## config.mk

```make
export PLATFORM = sky130hd
export DESIGN_NAME = axis_motion_exec
export DESIGN_NICKNAME = d
export VERILOG_FILES = /design/src/rtl/motion_pkg.sv /design/src/rtl/tick_prescaler.sv /design/src/rtl/axis_motion_exec.sv
export SDC_FILE = /design/constraint.sdc
export NUM_CORES = 2
export LEC_CHECK = 0
export ABC_CLOCK_PERIOD_IN_PS = 18600
export CAP_MARGIN = 20
export CORE_UTILIZATION = 33
export CTS_BUF_LIST = sky130_fd_sc_hd__clkbuf_8
export DETAILED_ROUTE_END_ITERATION = 10
export PLACE_DENSITY = 0.52
export SETUP_SLACK_MARGIN = 0.05
export SYNTH_ARGS = -nofsm -noshare
export SYNTH_HDL_FRONTEND = slang
export SYNTH_SLANG_ARGS = --single-unit
```

## constraint.sdc

```tcl
create_clock -name clk_i -period 18.6 [get_ports clk_i]
set_clock_uncertainty 0.2 [all_clocks]
set_input_delay 2.79 -clock clk_i [delete_from_list [all_inputs] [get_ports clk_i]]
set_output_delay 2.79 -clock clk_i [all_outputs]
set_load 0.03 [all_outputs]
```

## src/rtl/motion_pkg.sv

```systemverilog
// Shared types for the single-axis motion executor: phase and FSM state encodings
// plus the default motion tick divider.
package motion_pkg;

    localparam int unsigned TICK_DIV_DEFAULT = 50;

    typedef enum logic [1:0] {
        PH_ACCEL  = 2'd0,
        PH_CRUISE = 2'd1,
        PH_DECEL  = 2'd2,
        PH_TAIL   = 2'd3
    } phase_e;

    typedef enum logic [1:0] {
        ST_IDLE = 2'd0,
        ST_RUN  = 2'd1,
        ST_DONE = 2'd2
    } state_e;

endpackage

```

## src/rtl/tick_prescaler.sv

```systemverilog
// Motion tick divider: counts 0..TICK_DIV-1 and flags a tick at the terminal count.
// Holding clear keeps the count at zero so the first tick lands TICK_DIV cycles later.
module tick_prescaler #(
    parameter int unsigned TICK_DIV = 50
) (
    input  logic clk_i,
    input  logic reset_i,
    input  logic clear_i,
    output logic tick_o
);

    localparam int unsigned CW = (TICK_DIV > 1) ? $clog2(TICK_DIV) : 1;
    localparam logic [CW-1:0] LAST = CW'(TICK_DIV - 1);

    logic [CW-1:0] cnt_q;
    logic [CW-1:0] cnt_d;

    assign tick_o = !clear_i && (cnt_q == LAST);

    always_comb begin
        cnt_d = cnt_q + CW'(1);
        if (clear_i || cnt_q == LAST) begin
            cnt_d = '0;
        end
    end

    always_ff @(posedge clk_i or posedge reset_i) begin
        if (reset_i) begin
            cnt_q <= '0;
        end else begin
            cnt_q <= cnt_d;
        end
    end

endmodule

```

## src/rtl/axis_motion_exec.sv

```systemverilog
// Single-axis motion executor: plays a four-phase move out in real time using a
// velocity/position DDA whose position carry produces the step pulses.
module axis_motion_exec
    import motion_pkg::*;
#(
    parameter int unsigned TICK_DIV = TICK_DIV_DEFAULT
) (
    input  logic             clk_i,
    input  logic             reset_i,
    input  logic             start_i,
    input  logic             abort_i,
    input  logic [3:0][63:0] timing_i,
    input  logic [31:0]      v_start_i,
    input  logic [31:0]      accel_i,
    input  logic             dir_i,
    output logic             step_o,
    output logic             dir_out_o,
    output logic [1:0]       phase_o,
    output logic             busy_o,
    output logic             finish_o
);

    state_e           state_q, state_d;
    phase_e           phase_q, phase_d;
    logic [3:0][63:0] timing_q, timing_d;
    logic [31:0]      accel_q, accel_d;
    logic [31:0]      v_q, v_d;
    logic [31:0]      posAcc_q, posAcc_d;
    logic [63:0]      t_q, t_d;
    logic             dirOut_q, dirOut_d;
    logic             step_q, step_d;

    logic        tick;
    logic        presClear;
    logic [32:0] posSum;
    logic [32:0] vInc;
    logic [31:0] vSat;
    logic [31:0] vDec;
    logic [63:0] tNext;
    logic [1:0]  phAdv;
    logic [1:0]  startPh;

    assign presClear = (state_q != ST_RUN);

    tick_prescaler #(
        .TICK_DIV(TICK_DIV)
    ) u_prescaler (
        .clk_i  (clk_i),
        .reset_i(reset_i),
        .clear_i(presClear),
        .tick_o (tick)
    );

    assign posSum = {1'b0, posAcc_q} + {1'b0, v_q};
    assign vInc   = {1'b0, v_q} + {1'b0, accel_q};
    assign vSat   = vInc[32] ? 32'hFFFF_FFFF : vInc[31:0];
    assign vDec   = (accel_q > v_q) ? 32'd0 : (v_q - accel_q);
    assign tNext  = t_q + 64'd1;

    // Equal boundaries collapse several phases into a single tick.
    always_comb begin
        phAdv = phase_q;
        for (int i = 0; i < 3; i++) begin
            if (phAdv != 2'd3 && tNext == timing_q[phAdv]) begin
                phAdv = phAdv + 2'd1;
            end
        end
    end

    // First non-empty phase; the tail is the fallback because timing[3] > 0 in RUN.
    always_comb begin
        startPh = 2'd3;
        for (int p = 2; p >= 0; p--) begin
            if (timing_i[p] != 64'd0) begin
                startPh = 2'(p);
            end
        end
    end

    always_comb begin
        state_d  = state_q;
        phase_d  = phase_q;
        timing_d = timing_q;
        accel_d  = accel_q;
        v_d      = v_q;
        posAcc_d = posAcc_q;
        t_d      = t_q;
        dirOut_d = dirOut_q;
        step_d   = 1'b0;

        if (abort_i) begin
            state_d = ST_IDLE;
        end else begin
            case (state_q)
                ST_IDLE, ST_DONE: begin
                    if (start_i) begin
                        timing_d = timing_i;
                        accel_d  = accel_i;
                        v_d      = v_start_i;
                        dirOut_d = dir_i;
                        t_d      = 64'd0;
                        posAcc_d = 32'd0;
                        phase_d  = phase_e'(startPh);
                        state_d  = (timing_i[3] == 64'd0) ? ST_DONE : ST_RUN;
                    end
                end
                ST_RUN: begin
                    if (tick) begin
                        posAcc_d = posSum[31:0];
                        step_d   = posSum[32];
                        case (phase_q)
                            PH_ACCEL: v_d = vSat;
                            PH_DECEL: v_d = vDec;
                            default:  v_d = v_q;
                        endcase
                        t_d = tNext;
                        if (tNext == timing_q[3]) begin
                            state_d = ST_DONE;
                        end else begin
                            phase_d = phase_e'(phAdv);
                        end
                    end
                end
                default: state_d = ST_IDLE;
            endcase
        end
    end

    always_ff @(posedge clk_i or posedge reset_i) begin
        if (reset_i) begin
            state_q  <= ST_IDLE;
            phase_q  <= PH_ACCEL;
            timing_q <= '0;
            accel_q  <= '0;
            v_q      <= '0;
            posAcc_q <= '0;
            t_q      <= '0;
            dirOut_q <= 1'b0;
            step_q   <= 1'b0;
        end else begin
            state_q  <= state_d;
            phase_q  <= phase_d;
            timing_q <= timing_d;
            accel_q  <= accel_d;
            v_q      <= v_d;
            posAcc_q <= posAcc_d;
            t_q      <= t_d;
            dirOut_q <= dirOut_d;
            step_q   <= step_d;
        end
    end

    assign step_o    = step_q;
    assign dir_out_o = dirOut_q;
    assign phase_o   = phase_q;
    assign busy_o    = (state_q == ST_RUN);
    assign finish_o  = (state_q == ST_DONE);

endmodule

```

After elaboration in Yosys (flattened, before gate mapping)
Cells that the tools add are included.
{"block": "word_totals", "register_bits": 428, "inputBits": 325, "out_inout_bits": 6}
{"block": "classes", "add_sub_neg": 8, "magnitude_cmp": 4, "n_eq_ne": 19, "mux": 38, "bitwise": 1, "n_reduce_logical": 19}
{"op": "binary-select mux 64 bit (select 2 bit)", "n": 3}
{"op": "2-to-1 mux 64 bit", "n": 5}
{"op": "== test 64 bit", "n": 4}
{"op": "2-to-1 mux 32 bit", "n": 6}
{"op": "one-hot mux 32 bit (2 select lines)", "n": 3}
{"op": "nonzero test 64 bit", "n": 3}
{"op": "one-hot mux 64 bit (2 select lines)", "n": 1}
{"op": "adder 32 x 32 -> 33 bit", "n": 2}
{"op": "adder 64 x 1 -> 64 bit, second input constant", "n": 1}
{"op": "logical NOT 64 bit", "n": 1}
{"op": "greater-than comparator 32 bit", "n": 1}
{"op": "subtractor 32 bit", "n": 1}
{"op": "2-to-1 mux 2 bit", "n": 13}
{"op": "!= test 2 bit, second input constant", "n": 5}
{"op": "AND reduction 5 bit", "n": 2}
{"op": "less-than comparator 2 x 3 -> 1 bit, second input constant", "n": 3}
{"op": "one-hot mux 2 bit (2 select lines)", "n": 2}
{"op": "adder 2 x 1 -> 2 bit, second input constant", "n": 3}
{"op": "adder 6 x 1 -> 6 bit, second input constant", "n": 1}
{"op": "== test 6 bit, second input constant", "n": 1}
{"op": "2-to-1 mux 6 bit", "n": 1}
{"op": "!= test 3 x 2 -> 1 bit, second input constant", "n": 2}
{"op": "AND reduction 3 bit", "n": 2}
{"op": "== test 2 bit, second input constant", "n": 2}
{"op": "other kinds (13)", "n": 21}

Logic depth before layout (Yosys ltp)
{"block": "logic_depth", "word_depth": 18, "mapped_depth": 38}

Cells and area by module
From an unflattened synthesis, not the netlist that was laid out.
{"block": "hier_totals", "hier_cells": 4093, "hier_area_um2": 35932.0}
{"mod": "axis_motion_exec", "n_inst": 1, "cells_per_inst": 4065, "area_each_um2": 35641.7, "seq_area_each_um2": 10560.1}
{"mod": "tick_prescaler", "n_inst": 1, "cells_per_inst": 28, "area_each_um2": 290.3, "seq_area_each_um2": 150.1}

Least setup slack after synthesis
No wires, ideal clock.
{"block": "synth_path", "path_kind": "reg-to-reg", "startpoint": "reg phase_q[1], in the netlist phase_o[1]", "endpoint": "reg phase_q[0], in the netlist phase_o[0]", "setup_ps": 125, "arrival_time_ps": 8210, "required_ps": 18275, "setup_slack_ps": 10065, "stages_incl_launch_ff": 32, "synth_period_minus_slack_ps": 8535, "cell_sequence": "dfrtp_1 -> clkbuf_1 -> buf_2 -> buf_2 -> buf_1 -> buf_1 -> buf_2 -> clkbuf_1 -> inv_1 -> ha_1 -> clkbuf_1 -> clkbuf_1 -> clkbuf_1 -> buf_1 -> mux2i_1 -> mux2_2 -> a2111oi_0 -> a21oi_1 -> nor4_4 -> nand4_4 -> mux2_2 -> buf_2 -> clkbuf_1 -> nor2_1 -> a211oi_1 -> xnor2_1 -> nor4_2 -> nand3_1 -> nor4_2 -> mux2i_1 -> o21ai_1 -> mux2_2"}
{"block": "synth_via", "elab_chain_len": 18}
{"element": "from (decl)", "line_no": "axis_motion_exec.sv:24", "text": "phase_e phase_q, phase_d;"}
{"element": "from (signal assigned)", "line_no": "axis_motion_exec.sv:142", "text": "phase_q <= phase_d;"}
{"element": "binary-select mux 64 bit (select 2 bit)", "line_no": "axis_motion_exec.sv:64", "text": "if (phAdv != 2'd3 && tNext == timing_q[phAdv]) begin"}
{"element": "2-to-1 mux 64 bit (implied by the code)", "line_no": "axis_motion_exec.sv:64"}
{"element": "== test 64 bit", "line_no": "axis_motion_exec.sv:64"}
{"element": "logical AND 1 bit", "line_no": "axis_motion_exec.sv:64"}
{"element": "2-to-1 mux 2 bit *", "line_no": "axis_motion_exec.sv:64"}
{"element": "binary-select mux 64 bit (select 2 bit)", "line_no": "axis_motion_exec.sv:64"}
{"element": "2-to-1 mux 64 bit (implied by the code)", "line_no": "axis_motion_exec.sv:64"}
{"element": "== test 64 bit", "line_no": "axis_motion_exec.sv:64"}
{"element": "[... 2 more ...]"}
{"element": "binary-select mux 64 bit (select 2 bit)", "line_no": "axis_motion_exec.sv:64"}
{"element": "2-to-1 mux 64 bit (implied by the code)", "line_no": "axis_motion_exec.sv:64"}
{"element": "== test 64 bit", "line_no": "axis_motion_exec.sv:64"}
{"element": "logical AND 1 bit", "line_no": "axis_motion_exec.sv:64"}
{"element": "2-to-1 mux 2 bit *", "line_no": "axis_motion_exec.sv:64"}
{"element": "2-to-1 mux 2 bit *", "line_no": "axis_motion_exec.sv:117", "text": "if (tNext == timing_q[3]) begin"}
{"element": "2-to-1 mux 2 bit *", "line_no": "axis_motion_exec.sv:108", "text": "if (tick) begin"}
{"element": "one-hot mux 2 bit (2 select lines) *", "line_no": "axis_motion_exec.sv:94", "text": "case (state_q)"}
Every way passes the cells marked *; elsewhere a longest branch is shown, timed or not. The select of a mux whose other input is x is not followed.
A chain may end at the register's enable or synchronous reset.

Worst setup path in the final report
Ends and elaborated chain as after synthesis.

==> impl_metrics.json <==
{
  "finalSetupViolCount": 0,
  "die_area_um2": 103500,
  "drive_gt1_share_pct": 7.885,
  "timing.setup.tns_ns": 0,
  "netlist_area_um2": 33740,
  "portBuffers": 330,
  "routed_wl_um": 151900,
  "gp_congestion": 1.034,
  "final_util_pct": 39.77,
  "synthesis.nets": 4534,
  "grt_pass1_wl_um": 220300,
  "grt_start_max_net_pins": 161,
  "synth-seq-cells": 428,
  "yosysSeqAreaShare_pct": 31.74,
  "crit_type": "flip-flop to flip-flop",
  "die_x_um": 321.8,
  "crit_required_ns": 19.03,
  "place_inst": 5608,
  "clk_latency_ns": 0.78,
  "vias_per_cell": 5.679,
  "fmax_ghz": 0.08243,
  "start_util_pct": 33.50,
  "clk_pin_slew_ns": 0.06,
  "grt_usage_pct": 29.10,
  "worst_pin_slew_ns": 1.247,
  "cts_tree": "built",
  "slew_headroom_pct": 16.25,
  "ant_nets": 0,
  "cp-end-kind": "flip-flop",
  "avgRoutedWirePerCell_um": 26.37,
  "cts_setup_buffers": 0,
  "cts_sinks": 428,
  "ys_types": 92,
  "routed-wl-met3_um": 11670,
  "critPathLaunchType": "flip-flop",
  "vias": 32720,
  "antenna_found_initial": 4,
  "die-height_um": 321.8,
  "fin_nets": 4770,
  "power_density_nw_per_um2": 86.61,
  "yosys_warnings": 0,
  "drv_cap": 0,
  "root_buffer": "clkbuf_8",
  "hold_viol": 0,
  "async_reset_ff_share_pct": 100.0,
  "synth_edf_count": 0,
  "clockBufferDepth": 3,
  "coreArea_um2": 100700,
  "drv_slew": 0,
  "post-route-period-util_pct": 65.23,
  "cts-buffers-inserted": 86,
  "p_leak_uw": 0.01670,
  "dr.pass1.iters": 6,
  "wl_met1_um": 65210,
  "finish.cell_count_without_fillers": 5762,
  "area_growth_pct": 18.71,
  "grt_setup_unrepaired": "no",
  "hpwlAfterDp_um": 117000,
  "grt_pass1_vias": 31390,
  "fin_crit_ns": 12.13,
  "cts-resized-gates": 0,
  "peakVddDrop_mv": 0.05012,
  "status": "completed",
  "drc": 0,
  "top_layer": "met4",
  "htreeDepth": 3,
  "synth.avg_cell_area_um2": 8.224,
  "pre_cts_ws_ns": 6.804,
  "wl_met2_um": 66700,
  "rows": 116,
  "crit_arrival_ns": 12.57,
  "hold_buffers": 0,
  "crit_fanout": 62,
  "hp-class": "flip-flop to flip-flop",
  "synth_cells": 4103,
  "setup_slack_ns": 6.468,
  "synth_flop_cell": "dfrtp_1",
  "pin_count": 331,
  "overflow": 0,
  "drtIter0Drc": 3337,
  "total_power_uw": 3469
}
[cells by family (layout without fill, tap and decap cells)]
logic type,count (synthesis),after routing,synth area share [%]
buffers and inverters,412,710,4.994
other,0,4,0
XOR/XNOR,339,339,9.511
AND/OR/NAND/NOR,1692,1692,22.63
adder cells (fa/ha/maj),106,106,3.997
flip-flops,428,428,31.74
AO/OA/AOI/OAI,786,786,14.50
multiplexers,340,340,12.63
[state kept, by name, summed over array words and instances, names as in the netlist]
register / cells
v_q: 32
posAcc_q: 32
accel_q: 32
t_q: 64
step_o: 1
phase_o: 2
dir_out_o: 1
u_prescaler.cnt_q: 6
timing_q: 256
state_q: 2
[per-stage QoR]
step	area, um^2	hold slack, ns
CTS	40050	0.2873
global placement	38290	0.2656
finish	40060	0.2807
global route	40050	0.3134
floorplan	33740	0.2526
detailed placement	38300	0.2679
[cell type report]
class	instances	area, um^2
multi-input cells	3263	21440
repair buffers	400	3839
diodes	4	10.01
fillers	10454	60670
flip-flops and latches	428	10720
well taps	1357	1698
clock buffers	106	1459
inverters	160	610.6
clock inverters	44	287.8
[path summary, 6_finish.rpt]
| kind | start | endpoint | slack [ns] | depth (start not counted) |
|---|---|---|---|---|
| min in group asynchronous | reset_i | timing_q[14] | 2.40 | 2 |
| max in group asynchronous | reset_i | timing_q[37] | 13.51 | 4 |
| min | dir_out_o | dir_out_o | 0.28 | 2 |
| min reg2reg | dir_out_o | dir_out_o | 0.28 | 2 |
| max reg2reg | phase_o[1] | phase_o[0] | 6.47 | 27 |
| max | phase_o[1] | phase_o[0] | 6.47 | 27 |
[routing by layer]
layer | vias to the layer above | GRT usage [%]
met2 | 1455 | 44.48
met3 | 278 | 5.194
met1 | 16035 | 39.44
li1 | 14952 | -
met5 | - | 0
met4 | 0 | 14.23
[cell usage in the layout, fill, tap and decap left out, drive strengths merged, types with 105 or more instances in the layout]
cell	instances
clkbuf	106
nor4	117
xnor2	218
inv	192
mux2i	230
nor2	214
nand2	978
clkdlybuf4s50	330
a21oi	105
o21ai	350
dfrtp	428
[power by group]
group	leakage (uW)	internal [uW]	switching, uW	total [uW]
sequential	0.00546	1060	250	1310
combinational	0.0102	471	663	1130
clock	0.000998	554	472	1030
total	0.0167	2080	1380	3470
[worst max-delay path, stage by stage, from the launching register on]
cell	delay [ns]
dfrtp_4	0.72
buf_4	0.69
buf_4	0.76
mux2i_1	0.21
mux2i_1	0.41
xor3_1	0.34
a211oi_1	0.25
or4b_1	0.49
nor4_2	0.30
and4_4	0.81
buf_4	0.77
mux2i_1	0.34
o32ai_1	0.13
or3_1	0.41
a2111oi_1	0.50
and4_1	0.33
nand4_4	0.53
mux2i_4	0.33
buf_4	0.67
o21ai_0	0.21
xnor2_1	0.40
nand4_1	0.13
nor4_1	0.55
nand4_1	0.30
nor4_2	0.40
mux2i_1	0.23
o21ai_1	0.08
mux2_2	0.29
[cell usage after synthesis, types with 11 or more instances]
library cell	number	area, um^2
nor2b_1	15	93.84
o21ai_0	347	1737
and4_1	19	166.4
and3_1	33	206.5
dfrtp_1	428	10710
mux2_2	41	461.7
mux4_2	63	1419
a31oi_1	11	68.82
nand3_1	79	395.4
nor4_1	109	681.9
clkbuf_1	183	686.9
inv_1	156	585.6
o21bai_1	24	180.2
nand2b_1	12	75.07
ha_1	103	1289
or4_1	11	82.58
nand2_1	978	3671
and2_1	20	125.1
o22a_1	20	175.2
mux2i_1	229	2292
nand4_1	82	513.0
nor2_1	214	803.3
o22ai_1	60	375.4
nor3_1	61	305.3
a211oi_2	11	137.6
xnor3_1	12	270.3
a21oi_1	105	525.5
xnor2_1	218	1909
a21o_1	16	120.1
buf_1	31	116.4
xor2_1	104	910.9
o31ai_1	41	307.8
buf_2	22	110.1
a211oi_1	44	330.3
or3_1	21	131.4
Note: power is estimated with default switching activity, not from simulation.
